===== config.mk =====
export PLATFORM = sky130hd
export DESIGN_NAME = gate_bist_ctrl
export DESIGN_NICKNAME = d
export VERILOG_FILES = /design/src/rtl/gate_bist_ctrl.sv
export SDC_FILE = /design/constraint.sdc
export NUM_CORES = 1
export LEC_CHECK = 0
export CORE_MARGIN = 2
export CORE_UTILIZATION = 50
export DETAILED_ROUTE_END_ITERATION = 8
export GPL_TIMING_DRIVEN = 1
export PLACE_DENSITY_LB_ADDON = 0.12
export SLEW_MARGIN = 20
export SYNTH_ARGS = -nofsm -noshare
export SYNTH_HDL_FRONTEND = slang
export SYNTH_SLANG_ARGS = --single-unit

===== constraint.sdc =====
create_clock -name i_clk -period 3.7 [get_ports i_clk]
set_input_delay 0.74 -clock i_clk [delete_from_list [all_inputs] [get_ports i_clk]]
set_output_delay 0.74 -clock i_clk [all_outputs]
set_load 0.01 [all_outputs]

===== src/rtl/gate_bist_ctrl.sv =====
// Gate-level BIST controller: applies PAT_W-bit patterns, compacts responses into a 16-bit MISR.
// Define GATE_BIST_LFSR_EN to source patterns from a Fibonacci LFSR instead of a binary counter.
module gate_bist_ctrl #(
    parameter int PAT_W  = 15,
    parameter int RESP_W = 10,
    parameter int SETTLE = 2
) (
    input  logic              i_clk,
    input  logic              i_rst_n,
    input  logic              i_start,
    input  logic [15:0]       i_num_pat,
    input  logic [15:0]       i_exp_sig,
    output logic [PAT_W-1:0]  o_dut_in,
    input  logic [RESP_W-1:0] i_dut_out,
    output logic              o_busy,
    output logic              o_done,
    output logic              o_pass,
    output logic [15:0]       o_signature
);

    // Counter must hold 2^PAT_W as well as any 16-bit pattern request.
    localparam int CNT_W = (PAT_W + 1 > 17) ? PAT_W + 1 : 17;
    localparam int SET_W = (SETTLE > 1) ? $clog2(SETTLE) : 1;
    localparam logic [CNT_W-1:0] FULL_CNT = {{(CNT_W-1){1'b0}}, 1'b1} << PAT_W;

    typedef enum logic [1:0] {
        S_IDLE,
        S_SETTLE,
        S_CAPTURE,
        S_DONE
    } state_t;

    state_t             r_state;
    state_t             w_next_state;
    logic [SET_W-1:0]   r_settle_cnt;
    logic [CNT_W-1:0]   r_cnt;
    logic [CNT_W-1:0]   r_npat;
    logic [15:0]        r_misr;
    logic [PAT_W-1:0]   r_pat;
    logic               r_done;
    logic               r_pass;
    logic [15:0]        r_sig;

    logic [CNT_W-1:0]   w_npat_ext;
    logic [CNT_W-1:0]   w_npat_eff;
    logic [PAT_W-1:0]   w_next_pat;
    logic [PAT_W-1:0]   w_seed;
    logic [15:0]        w_misr_next;
    logic               w_settle_last;
    logic               w_last_pat;

    assign w_npat_ext = CNT_W'(i_num_pat);
    assign w_npat_eff = ((i_num_pat == 16'd0) || (w_npat_ext > FULL_CNT)) ? FULL_CNT : w_npat_ext;

    assign w_settle_last = (r_settle_cnt == SET_W'(SETTLE - 1));
    assign w_last_pat    = ((r_cnt + CNT_W'(1)) == r_npat);

    assign w_misr_next = {r_misr[14:0], 1'b0}
                       ^ (r_misr[15] ? 16'h100B : 16'h0000)
                       ^ 16'(i_dut_out);

`ifdef GATE_BIST_LFSR_EN
    assign w_seed     = PAT_W'(1);
    assign w_next_pat = {r_pat[PAT_W-2:0], r_pat[PAT_W-1] ^ r_pat[PAT_W-2]};
`else
    assign w_seed     = '0;
    assign w_next_pat = r_pat + PAT_W'(1);
`endif

    always_ff @(posedge i_clk) begin
        if (!i_rst_n) begin
            r_state <= S_IDLE;
        end else begin
            r_state <= w_next_state;
        end
    end

    always_comb begin
        w_next_state = r_state;
        case (r_state)
            S_IDLE:    if (i_start) w_next_state = S_SETTLE;
            S_SETTLE:  if (w_settle_last) w_next_state = S_CAPTURE;
            S_CAPTURE: w_next_state = w_last_pat ? S_DONE : S_SETTLE;
            S_DONE:    w_next_state = S_IDLE;
            default:   w_next_state = S_IDLE;
        endcase
    end

    always_comb begin
        o_busy      = (r_state != S_IDLE);
        o_done      = r_done;
        o_pass      = r_pass;
        o_signature = r_sig;
        o_dut_in    = r_pat;
    end

    // Datapath; done is registered so it pulses in the IDLE cycle following DONE.
    always_ff @(posedge i_clk) begin
        if (!i_rst_n) begin
            r_settle_cnt <= '0;
            r_cnt        <= '0;
            r_npat       <= '0;
            r_misr       <= '0;
            r_pat        <= '0;
            r_done       <= 1'b0;
            r_pass       <= 1'b0;
            r_sig        <= '0;
        end else begin
            r_done <= 1'b0;
            case (r_state)
                S_IDLE: begin
                    if (i_start) begin
                        r_npat       <= w_npat_eff;
                        r_cnt        <= '0;
                        r_misr       <= '0;
                        r_pass       <= 1'b0;
                        r_sig        <= '0;
                        r_pat        <= w_seed;
                        r_settle_cnt <= '0;
                    end
                end
                S_SETTLE: begin
                    r_settle_cnt <= w_settle_last ? '0 : r_settle_cnt + SET_W'(1);
                end
                S_CAPTURE: begin
                    r_misr <= w_misr_next;
                    r_pat  <= w_next_pat;
                    r_cnt  <= r_cnt + CNT_W'(1);
                end
                S_DONE: begin
                    r_done <= 1'b1;
                    r_sig  <= r_misr;
                    r_pass <= (r_misr == i_exp_sig);
                end
                default: ;
            endcase
        end
    end

endmodule


==> impl_metrics.env <==
export IMPL_slowest_stage="nor2_1"
export IMPL_htreeDepth=3
export IMPL_post_cts_buffers=0
export IMPL_setup_slack_ns=1.24
export IMPL_fin_skew_ns=0.0128
export IMPL_synth_async_reset_ratio_pct=0
export IMPL_grt_use_total_pct=23.1
export IMPL_dp_slack_ns=0.855
export IMPL_outcome="completed"
export IMPL_clk_latency_ns=0.36
export IMPL_ys_flop_type="dfxtp_1"
export IMPL_design_die_area_um2=9550
export IMPL_period_minus_slack_ns=2.46
export IMPL_clk_path_buf_depth=2
export IMPL_maxSlewViolCount=0
export IMPL_drc=0
export IMPL_area_growth_syn_to_layout_pct=22.7
export IMPL_synth_nets=562
export IMPL_leakagePower_nw=1.96
export IMPL_drt_iter0_drc=213
export IMPL_core_area_um2=8640
export IMPL_pin_count=79
export IMPL_tns_ns=0
export IMPL_worstReg2RegStart="r_cnt[0]"
export IMPL_antenna_found_initial=0
export IMPL_cts_resized=0
export IMPL_ys_seq_area_share_pct=38.7
export IMPL_max_cap_violations=0
export IMPL_mostFrequentLayoutCell="dfxtp_1"
export IMPL_drive_above_1_share_pct=5.24
export IMPL_overflow=0
export IMPL_die_h_um=97.7
export IMPL_synth_seq_cells=85
export IMPL_r2r_cells=7
export IMPL_postRouteWirelength_mm=10.7
export IMPL_vias_per_cell=5.69
export IMPL_r2r_end="r_state[1]"
export IMPL_syn_area_um2=4390
export IMPL_critPathMaxStageDelay_ns=0.62
export IMPL_power_density_nw_per_um2=342
export IMPL_worstPathCellList="clkdlybuf4s50_1 > nand2b_1 > or2_2 > nor2_1 > a22oi_1 > nor2b_1"
export IMPL_initial_core_util_pct=50.9
export IMPL_worstMarginPinSlew_ns=0.730
export IMPL_final_area_um2=5390
export IMPL_synth_edf_count=0
export IMPL_min_period_over_period_pct=66.6
export IMPL_utilization_pct=62.4
export IMPL_numClockSinks=85
export IMPL_fmaxAchievable_mhz=406
export IMPL_crit_family="simple AND/OR/NAND/NOR gates"
export IMPL_ys_types=53
export IMPL_hp_start="o_signature[5]"
export IMPL_hold_depth=1
export IMPL_fin_nets=615
export IMPL_die_w_um=97.7
export IMPL_hpwlAfterDp_mm=7.25
export IMPL_clk_pin_slew_worst_paths_ns=0.09
export IMPL_drt_antenna_violating_nets=0
export IMPL_slew_headroom_pct=51.4
export IMPL_port_buffers=78
export IMPL_grt_max_degree=73
export IMPL_cp_required_ns=3.98
export IMPL_r2r_slack_ns=1.39
export IMPL_yosys_warnings=0
export IMPL_finalWeightedCongestion=0.802
export IMPL_wl_per_cell_um=15.7
export IMPL_grt_pass1_wl_mm=18.2
export IMPL_crit_type="primary input to flop"
export IMPL_first_pass_iters=4
export IMPL_layout_common_cells="dfxtp_1 (85), clkdlybuf4s50_1 (77), nand2_1 (38)"
export IMPL_cts_tree="yes"
export IMPL_route_vias_total=3874
export IMPL_endpoint_kind="flop"
export IMPL_dp_cells=665
export IMPL_crit_fanout=21
export IMPL_core_rowCount=34
export IMPL_holdBufCountCts=0
export IMPL_cts_inserted_buffers=9
export IMPL_arrival_ns=2.75
export IMPL_diodes=0
export IMPL_synth_cells=515
export IMPL_hold_end="o_signature[5]"
export IMPL_cts_root_buf="clkbuf_8"
export IMPL_grt_pass1_vias=3719
export IMPL_avgSynthCellArea_um2=8.53
export IMPL_cp_num_buf_inv=1
export IMPL_hold_viol_final=0
export IMPL_min_path_type="flop to flop"
export IMPL_placed_area_um2=5180
export IMPL_rsz0062_at_grt="no"
export IMPL_startpoint_type="primary input"
export IMPL_ir_worst_vdd_uv=208
export IMPL_instances_no_fill=681
export IMPL_setup_violations=0
## state kept, by name, summed over array words and instances (netlist names)
signal and flops:
o_done 1, o_dut_in 15, o_pass 1, o_signature 16, r_cnt 17, r_misr 16
r_npat 16, r_settle_cnt 1, r_state 2
## report_power, final
group          switching, W  total, W  internal (W)
Clock              0.000346  0.000730      0.000384
Combinational     0.0000863  0.000176     0.0000892
Sequential        0.0000151  0.000941      0.000925
Total              0.000448   0.00185       0.00140
## per-stage QoR
step | hold WS, ns | total power (W)
detailed placement | 0.456 | 0.00114
global route | 0.502 | 0.00192
finish | 0.484 | 0.00185
global placement | 0.458 | 0.00113
floorplan | 0.464 | 0.00105
CTS | 0.486 | 0.00186
## area by class of cell
cell class	count	area, um^2
fillers	769	3240
multi-input cells	387	2520
flip-flops and latches	85	1700
repair buffers	83	813
well taps	108	135
clock buffers	11	131
clock inverters	5	85.1
inverters	2	7.51
## worst max-delay path by stage
stage	startpoint	to	slack (ns)	cells past startpoint
floorplan	i_rst_n	r_state[1]	1.61	6
global placement	i_start	o_dut_in[3]	0.97	7
detailed placement	i_start	r_npat[3]	0.85	6
CTS	i_start	r_npat[3]	1.22	6
global route	i_num_pat[7]	r_npat[2]	1.02	7
finish	i_start	r_npat[3]	1.24	6
## cell families (layout without fill, tap and decap cells)
logic type      count (synthesis)  after routing  synth area share (%)
mux                             2              2                 0.484
compound gates                129            129                  20.2
buf+inv                        43            101                  3.96
xor+xnor                       52             52                  10.4
fa+ha+maj                       2              2                 0.569
flops                          85             85                  38.7
simple gates                  202            202                  25.7
## Yosys cell counts, drive strengths merged (3+ instances only)
cell type / instances / share of area, %
nor4: 9 / 1.8
dfxtp: 85 / 39
nand4: 11 / 1.9
a21boi: 30 / 5.1
nor3b: 6 / 1.0
nand2: 38 / 3.2
and2: 7 / 1.0
o211a: 3 / 0.68
nand2b: 4 / 0.57
xnor2: 21 / 4.2
a31oi: 3 / 0.43
and3: 11 / 1.6
or2: 3 / 0.43
nand3b: 3 / 0.51
a22oi: 15 / 2.6
buf: 12 / 1.3
xor2: 31 / 6.2
o21a: 3 / 0.51
or3: 6 / 0.85
a21oi: 19 / 2.2
a22o: 14 / 2.8
o211ai: 6 / 1.0
nor3: 15 / 1.7
clkbuf: 29 / 2.5
nor2: 25 / 2.1
o21ai: 27 / 3.1
nand3: 30 / 3.5
nor2b: 26 / 3.9
## metal layers
| layer | global-route usage, % | wire [um] |
|---|---|---|
| met5 | 0 | 0 |
| met4 | 8.44 | 200 |
| met3 | 4.51 | 571 |
| met2 | 35.8 | 4880 |
| met1 | 32.3 | 5010 |
No activity file was read; power rests on OpenSTA's default activity.
